File: config.mk
export PLATFORM = sky130hd
export DESIGN_NAME = fifo_stream_reader
export DESIGN_NICKNAME = d
export VERILOG_FILES = /design/src/rtl/fifo_reader_pkg.sv /design/src/rtl/fifo_reader_skid.sv /design/src/rtl/fifo_stream_reader.sv
export SDC_FILE = /design/constraint.sdc
export NUM_CORES = 1
export LEC_CHECK = 0
export CAP_MARGIN = 20
export CELL_PAD_IN_SITES_DETAIL_PLACEMENT = 2
export CELL_PAD_IN_SITES_GLOBAL_PLACEMENT = 2
export CORE_MARGIN = 2
export CORE_UTILIZATION = 23
export CTS_CLUSTER_DIAMETER = 50
export CTS_CLUSTER_SIZE = 40
export DETAILED_ROUTE_END_ITERATION = 10
export PLACE_DENSITY = 0.84
export SLEW_MARGIN = 15
export SYNTH_ARGS = -nofsm -noshare
export SYNTH_HDL_FRONTEND = slang
export SYNTH_SLANG_ARGS = --single-unit
File: constraint.sdc
create_clock -name clk -period 2.7 [get_ports clk]
set_clock_uncertainty 0.15 [all_clocks]
set_input_delay 0.27 -clock clk [delete_from_list [all_inputs] [get_ports clk]]
set_output_delay 0.27 -clock clk [all_outputs]
set_load 0.01 [all_outputs]
File: src/rtl/fifo_reader_pkg.sv
// fifo_reader_pkg: shared types and sizing for the FIFO stream reader.
// The reader's statistics counters are controlled by the FIFO_READER_STATS_EN macro.
package fifo_reader_pkg;

   typedef enum logic [1:0] {
      IDLE   = 2'd0,
      ACTIVE = 2'd1,
      FLUSH  = 2'd2
   } state_t;

   localparam int SKID_DEPTH = 2;
   localparam int CNT_W      = 16;
   localparam int OCC_W      = $clog2(SKID_DEPTH + 1);

endpackage

File: src/rtl/fifo_reader_skid.sv
// fifo_reader_skid: 2-entry skid store that absorbs the FIFO read latency.
// slot0 is always the head; slot1 holds the second word when occ==2.
// Part of the fifo_stream_reader slice; no dependence on FIFO_READER_STATS_EN.
module fifo_reader_skid
   import fifo_reader_pkg::*;
#(
   parameter int FIFO_WIDTH = 16
) (
   input  logic                  clk,
   input  logic                  rst_n,
   input  logic                  clr,
   input  logic                  push,
   input  logic                  pop,
   input  logic [FIFO_WIDTH-1:0] din,
   output logic [FIFO_WIDTH-1:0] head,
   output logic [OCC_W-1:0]      occ
);

   localparam logic [OCC_W-1:0] OCC_ONE  = OCC_W'(1);
   localparam logic [OCC_W-1:0] OCC_FULL = OCC_W'(SKID_DEPTH);

   logic [FIFO_WIDTH-1:0] slot0;
   logic [FIFO_WIDTH-1:0] slot1;
   logic [OCC_W-1:0]      occ_q;
   logic                  do_pop;
   logic                  do_push;

   // A pop from an empty store is ignored; a push into a full store only
   // lands when a pop frees the head in the same cycle.
   assign do_pop  = pop && (occ_q != '0);
   assign do_push = push && ((occ_q < OCC_FULL) || do_pop);

   // Storage update: clear wins over push/pop, head shifts on pop.
   always_ff @(posedge clk) begin
      if (!rst_n) begin
         occ_q <= '0;
         slot0 <= '0;
         slot1 <= '0;
      end else if (clr) begin
         occ_q <= '0;
      end else begin
         case ({do_push, do_pop})
            2'b10: begin
               if (occ_q == '0) slot0 <= din;
               else             slot1 <= din;
               occ_q <= occ_q + OCC_ONE;
            end
            2'b01: begin
               slot0 <= slot1;
               occ_q <= occ_q - OCC_ONE;
            end
            2'b11: begin
               if (occ_q == OCC_ONE) begin
                  slot0 <= din;
               end else begin
                  slot0 <= slot1;
                  slot1 <= din;
               end
            end
            default: ;
         endcase
      end
   end

   assign head = slot0;
   assign occ  = occ_q;

endmodule

File: src/rtl/fifo_stream_reader.sv
// fifo_stream_reader: pops words from a synchronous FIFO and presents them
// as a valid/ready stream through a 2-entry skid store.
// Define FIFO_READER_STATS_EN to build the rd_count / stall_count counters;
// without it both ports are tied to zero.
module fifo_stream_reader
   import fifo_reader_pkg::*;
#(
   parameter int FIFO_WIDTH = 16
) (
   input  logic                  clk,
   input  logic                  rst_n,
   input  logic                  en,
   input  logic                  flush,
   output logic                  fifo_rd_en,
   input  logic [FIFO_WIDTH-1:0] fifo_data_out,
   input  logic                  fifo_empty,
   input  logic                  fifo_underflow,
   output logic                  m_valid,
   input  logic                  m_ready,
   output logic [FIFO_WIDTH-1:0] m_data,
   output logic                  err_underflow,
   output logic [CNT_W-1:0]      rd_count,
   output logic [CNT_W-1:0]      stall_count
);

   localparam logic [OCC_W:0] PEND_LIMIT = (OCC_W+1)'(SKID_DEPTH);

   state_t                state_q;
   state_t                state_d;
   logic                  inflight;
   logic                  err_q;
   logic [OCC_W-1:0]      occ;
   logic [FIFO_WIDTH-1:0] head;
   logic                  valid;
   logic                  pop;
   logic                  push;
   logic [OCC_W:0]        pend;

   // A flush cycle delivers nothing, so valid is masked while flush is high.
   assign valid = (occ != '0) && !flush;
   assign pop   = valid && m_ready;

   // Words that will be held after this edge if nothing new is read.
   assign pend = {1'b0, occ} + {{OCC_W{1'b0}}, inflight} - {{OCC_W{1'b0}}, pop};

   // The returning word is dropped on underflow, on a flush pulse, and while flushing.
   assign push = inflight && !fifo_underflow && !flush && (state_q != FLUSH);

   // State register.
   always_ff @(posedge clk) begin
      if (!rst_n) state_q <= IDLE;
      else        state_q <= state_d;
   end

   // Next-state logic; flush takes priority over every other transition.
   always_comb begin
      state_d = state_q;
      case (state_q)
         IDLE: begin
            if (flush)   state_d = FLUSH;
            else if (en) state_d = ACTIVE;
         end
         ACTIVE: begin
            if (flush)                                  state_d = FLUSH;
            else if (!en && (occ == '0) && !inflight)   state_d = IDLE;
         end
         FLUSH:   state_d = IDLE;
         default: state_d = IDLE;
      endcase
   end

   // Read issue: only in ACTIVE, never on empty, never beyond skid capacity.
   always_comb begin
      fifo_rd_en = 1'b0;
      if ((state_q == ACTIVE) && en && !fifo_empty && (pend < PEND_LIMIT))
         fifo_rd_en = 1'b1;
   end

   // Track the outstanding read and latch any reported underflow until reset.
   always_ff @(posedge clk) begin
      if (!rst_n) begin
         inflight <= 1'b0;
         err_q    <= 1'b0;
      end else begin
         inflight <= fifo_rd_en;
         if (inflight && fifo_underflow) err_q <= 1'b1;
      end
   end

   fifo_reader_skid #(
      .FIFO_WIDTH (FIFO_WIDTH)
   ) u_skid (
      .clk   (clk),
      .rst_n (rst_n),
      .clr   (flush),
      .push  (push),
      .pop   (pop),
      .din   (fifo_data_out),
      .head  (head),
      .occ   (occ)
   );

   assign m_valid       = valid;
   assign m_data        = head;
   assign err_underflow = err_q;

`ifdef FIFO_READER_STATS_EN
   logic [CNT_W-1:0] rd_cnt_q;
   logic [CNT_W-1:0] stall_cnt_q;

   function automatic logic [CNT_W-1:0] sat_inc(input logic [CNT_W-1:0] v);
      return (v == {CNT_W{1'b1}}) ? v : v + 1'b1;
   endfunction

   // Delivered-word count wraps; stall count sticks at all-ones.
   always_ff @(posedge clk) begin
      if (!rst_n) begin
         rd_cnt_q    <= '0;
         stall_cnt_q <= '0;
      end else begin
         if (pop)               rd_cnt_q    <= rd_cnt_q + 1'b1;
         if (valid && !m_ready) stall_cnt_q <= sat_inc(stall_cnt_q);
      end
   end

   assign rd_count    = rd_cnt_q;
   assign stall_count = stall_cnt_q;
`else
   assign rd_count    = '0;
   assign stall_count = '0;
`endif

endmodule

==> results.json <==
{
  "status": "finished, violations left",
  "violations": "negative setup slack",
  "ant_nets": 0,
  "worstHoldEndpoint": "u_skid.head[13]",
  "nNetsFinal": 286,
  "period_needed_ns": 2.95,
  "hold_viol": 0,
  "synth_edf_count": 0,
  "clockBufferDepth": 2,
  "crit_required_ns": 2.28,
  "power.internal_w": 0.000810,
  "cp_max_fo": 2,
  "ys_seq_elements": 38,
  "finalPower_w": 0.00108,
  "drv_slew": 0,
  "fillers": 930,
  "synth_flop_cell": "dfxtp_1",
  "tightest_slew_ns": 0.526,
  "fin_crit_sh_pct": 109,
  "htreeDepth": 2,
  "fp.dieH_um": 95.9,
  "synthArstFlopShare_pct": 0,
  "first_pass_iters": 2,
  "p_comb_share_pct": 8.6,
  "netSwitchingFraction_pct": 24.7,
  "regArea_um2": 766,
  "ys_types": 38,
  "io_pins": 74,
  "r2r_slack_ns": 0.28,
  "die_x_um": 95.9,
  "ctsHoldBuffers": 0,
  "n_antenna_cell": 0,
  "finalSetupViolations": 1,
  "cts_root_buf": "clkbuf_8",
  "max_freq_mhz": 339,
  "cts_tree": "built",
  "mostFrequentLayoutCell": "clkdlybuf4s50_1",
  "crit_type": "reg -> out",
  "clk_latency_ns": 0.29,
  "cap_violations": 0,
  "place_ws_ns": -0.697,
  "ir_drop_mv": 0.159,
  "synth.area.top_cells": "dfxtp_1 39%, buf_4 12%, mux2i_1 8.8%, nor2b_1 5.8%, nand2_1 3.9%",
  "track_usage_pct": 11.9,
  "maxSlewHeadroom_pct": 64.6,
  "grt_pass1_wl_um": 8270,
  "syn_inst": 207,
  "total_leakage_power_nw": 1.10,
  "yosysSeqAreaShare_pct": 39.2,
  "synth_area_um2": 1940,
  "p_clk_share_pct": 39.0,
  "start_util_pct": 23.6,
  "r2r_cells": 10,
  "num_vias": 1566,
  "placementRows": 33,
  "coreArea_um2": 8220,
  "multiInputGateArea_um2": 1030,
  "routed_wl_um": 5060,
  "final_cell_area_um2": 2550,
  "gp_congestion": 0.721,
  "hold_class": "reg -> reg",
  "arrival_ns": 2.53,
  "dieArea_um2": 9200,
  "dp_hpwl_um": 3810,
  "drt_iter0_markers": 36,
  "wl_per_cell_um": 13.9,
  "synth.avg_cell_area_um2": 9.39,
  "antenna_found_initial": 0,
  "layout_common_cells": "40 x clkdlybuf4s50_1, 36 x dfxtp_1, 32 x conb_1",
  "grt_remaining_overflow": 0,
  "yosys.area.top_type": "dfxtp_1",
  "vias_per_cell": 4.29,
  "drive_above_1_share_pct": 16.5,
  "grt_max_degree": 37,
  "path_clk_slew_ns": 0.08,
  "synth-warning-count": 0,
  "startpoint_type": "flop",
  "seqPwrFrac_pct": 52.4,
  "p_switching_w": 0.000266,
  "worstReg2RegEnd": "inflight",
  "cts.sinks": 38,
  "areaGrowthSynthToFinish_pct": 31.4,
  "end_kind": "primary output",
  "cts_buffers": 5,
  "rr_startpoint": "u_skid.occ[1]",
  "synth_top_area_share_pct": 39.2,
  "numPortBuffers": 41,
  "power_density_nw_per_um2": 421,
  "min_from": "u_skid.slot1[13]",
  "setup_slack_ns": -0.248,
  "min_path_cells": 2,
  "drc_errors": 0,
  "hold_slack_ns": 0.330,
  "rsz0062_at_grt": "true",
  "first_global_vias": 1660,
  "place_area_um2": 2450
}
-- worst max-delay path, cell delays in order (launching register included) --
cell and delay (ns):
dfxtp_4 0.36, inv_4 0.04, ha_4 0.14, or3b_4 0.38, inv_4 0.08, ha_4 0.19
nand2b_4 0.13, fa_1 0.49, nand4b_1 0.11, nor3_2 0.15, buf_2 0.16
-- kinds of logic after synthesis --
group                    after synthesis  share of synthesized area, %
AO/OA/AOI/OAI                         42                          15.7
XOR/XNOR                               1                         0.451
adder cells (fa/ha/maj)                4                          2.96
buffers and inverters                 44                          15.6
flip-flops                            38                          39.2
multiplexers                          17                          8.76
other                                  1                         0.193
AND/OR/NAND/NOR                       60                          17.1
-- synth_stat cells, types with 2 or more instances --
cell,count
o21ai_0,10
dfxtp_1,38
nor3_1,3
mux2i_1,17
o221a_2,6
ha_1,3
buf_4,32
a21oi_1,4
nor2_1,2
nand2_1,20
o21ai_1,2
a31oi_1,10
nand2b_1,5
or3b_1,2
clkbuf_1,3
nor2b_1,18
buf_6,2
inv_1,3
o21a_1,6
buf_2,3
-- worst max path at each step --
stage,from,to,slack [ns],cells past startpoint
after floorplan,u_skid.occ[1],fifo_rd_en,-0.02,10
after global placement,m_ready,fifo_rd_en,-0.67,9
after detailed placement,flush,fifo_rd_en,-0.70,9
after CTS,u_skid.occ[1],fifo_rd_en,-0.24,10
after global routing,u_skid.occ[1],fifo_rd_en,-0.33,10
final,u_skid.occ[1],fifo_rd_en,-0.25,10
-- through the flow --
| step | cells | setup TNS, ns | utilization [%] |
|---|---|---|---|
| global placement | 357 | -0.713 | 29.8 |
| floorplan | 238 | -0.0185 | - |
| global route | 365 | -0.333 | 31.1 |
| CTS | 365 | -0.243 | 31.1 |
| finish | 365 | -0.248 | 31.1 |
| detailed placement | 357 | -0.764 | 29.8 |
-- state kept, by name, summed over array words and instances (netlist names) --
register,flops
inflight,1
u_skid.slot1,16
state_q,2
u_skid.occ,2
u_skid.head,16
err_underflow,1
-- layout make-up --
class | count | share of cell area, %
inverters | 3 | 0.637
multi-input cells | 156 | 40.5
well taps | 105 | 5.14
flip-flops and latches | 38 | 30.0
clock inverters | 2 | 0.490
clock buffers | 6 | 3.23
repair buffers | 55 | 20.0
-- timing repair --
action,in CTS,in global routing
hold endpoints to repair,0,0
gates resized for setup,7,0
endpoints found under the setup margin,1,1
pin swaps,2,0
setup buffers,0,0
-- routing by layer --
metal	wire (um)	GRT usage (%)	up-vias
li1	-	-	753
met3	231	2.82	4
met2	2760	21.9	42
met5	0	0	-
met4	43	3.57	0
met1	2030	13.5	767
-- power groups by stage --
stage | clock network [W] | registers [W] | logic, W
2_1_floorplan | 0 | 0.000577 | 0.0000764
5_1_grt | 0.000468 | 0.000565 | 0.000101
3_3_place_gp | 0 | 0.000577 | 0.0000894
4_1_cts | 0.000445 | 0.000564 | 0.0000921
6_report | 0.000420 | 0.000564 | 0.0000920
3_5_place_dp | 0 | 0.000577 | 0.0000916
No activity file was read; power rests on OpenSTA's default activity.
==> variant, RTL diff (config.mk and constraints unchanged) <==
Put one more register stage on the output `err_underflow`, cleared by the reset. The value now appears one clock later. The other outputs are not delayed to match.
--- a/src/rtl/fifo_stream_reader.sv
+++ b/src/rtl/fifo_stream_reader.sv
@@ -103,5 +103,11 @@
    assign m_valid       = valid;
    assign m_data        = head;
-   assign err_underflow = err_q;
+   always_ff @(posedge clk) begin
+      if (!rst_n) begin
+         err_underflow <= '0;
+      end else begin
+         err_underflow <= err_q;
+      end
+   end
 
 `ifdef FIFO_READER_STATS_EN
Formal check against the unedited RTL: not equivalent (Yosys sat finds a counterexample within 4 cycles, from zero or initial values and one cycle with rst_n low).
==> variant against the original RTL <==
The flow still finishes with violations (setup timing); count of clock-buffer cells in the layout grew 1; synthesized area is 3.9% higher; wire length down 0.45%; power is 13% higher; worst hold slack got worse by 0.011 ns; final cell count increased by 4.1%; setup slack improved by 0.043 ns; final area increased by 3.5%; sequential cell count grew 1; largest cell class unchanged.
==> variant: results (changes against the original RTL) <==
.. list-table::
   :header-rows: 1

   * - Metric
     - Value
   * - Most area-consuming cells after synthesis
     - dfxtp_1 39%, buf_4 13%, mux2i_1 8.4%, nor2b_1 5.6%, nand2_1 5.0%
   * - Weighted congestion reported at the end of routability-driven placement
     - 0.7513 (+4.2%)
   * - Proportion of cell area occupied by multi-input gates
     - 39.35% (-1.2 points)
   * - Filler Cells Inserted
     - 966 (+3.9%)
   * - Maximum number of pins on one net before global-route repair
     - 38 (+2.7%)
   * - Startpoint of the lowest-slack register-to-register path
     - u_skid.occ[0]
   * - Count of TritonRoute iterations in the first routing pass
     - 4 (+2)
   * - Inverters
     - 5 (+2)
   * - Worst path max stage delay
     - 0.47 ns (-0.02 ns)
   * - Non-clock buffer count
     - 56 (+1.8%)
   * - Run status
     - complete, but fails checks
   * - Number of flip-flops and latches
     - 39 (+2.6%)
   * - Internal reg-to-reg setup slack
     - 0.31 ns (+0.03 ns)
   * - M1 GR Usage
     - 12.70% (-0.84 points)
   * - Wire length per cell after detailed routing
     - 13.26 um (-4.4%)
   * - Initial DRC count
     - 17 (-53%)
   * - Global Route met3 Usage
     - 2.806% (-0.013 points)
   * - Worst Setup Slack post-DPL
     - -0.6806 ns (+0.01689 ns)
   * - Static Leak
     - 1.152 nW (+4.5%)
   * - #MultiIn Comb
     - 164 (+5.1%)
   * - Power spent charging and discharging nets
     - 0.2622 mW (-1.4%)
   * - Total power of the final layout
     - 1.214 mW (+13%)
   * - Post-route setup slack
     - -0.2048 ns (+0.04287 ns)
   * - Global-route wire length before repair
     - 8521 um (+3.0%)
   * - Detailed placement HPWL
     - 3823 um (+0.42%)
   * - Fraction of met2 tracks used by global routing
     - 20.37% (-1.5 points)
   * - Final setup violation count
     - 1 (unchanged)
   * - Clock-cell share of area
     - 4.830% (+1.1 points)
   * - Startpoint of the most critical hold path
     - err_q
   * - Vias after detailed routing
     - 1610 (+2.8%)
   * - Hold endpoint
     - err_underflow
   * - Post-route non-filler standard cell count
     - 380 (+4.1%)
   * - Commonest cells post-synth
     - 39 x dfxtp_1, 34 x buf_4, 27 x nand2_1
   * - Violations in the final reports
     - setup timing
   * - Placed Cells
     - 371 (+3.9%)
   * - Aggregate global-route resource usage
     - 10.90% (-1.0 points)
   * - Worst hold slack
     - 0.3196 ns (-0.01056 ns)
   * - Register area
     - 785.8 um^2 (+2.6%)
   * - Data arrival time at the worst-slack endpoint
     - 2.48 ns (-0.05 ns)
   * - Clock buffer instance count of the final layout
     - 7 (+1)
## variant: per-stage QoR
stage	instance area (um^2)	utilization, %	TNS, ns
after floorplan	2168	-	-0.02158
after global placement	2496	29.05	-0.7003
after detailed placement	2496	29.05	-0.7370
final	2643	30.75	-0.2048
after CTS	2643	30.75	-0.2304
after global routing	2643	30.75	-0.3325
## variant: timing repair
action / CTS / global route
pin swaps: 1 / 0
buffers inserted: 1 / 0
gates cloned: 0 / 0
resized for setup: 7 / 0
setup endpoints to repair: 1 / 1
## variant: cell families after synthesis
logic type / synth area share (%)
AOI/OAI and AO/OA: 13.70
xor gates and xnor gates: 0.4341
adders and majority gates: 2.852
buffers and inverters: 17.54
DFF: 38.69
muxes: 8.431
other: 0.1858
and+or+nand+nor: 18.17
## variant: layer usage
metal | up-vias | share of wire [%]
met3 | 2 | 4.8
met5 | - | 0
met2 | 39 | 53
li1 | 783 | -
met4 | 0 | 0.30
met1 | 786 | 42
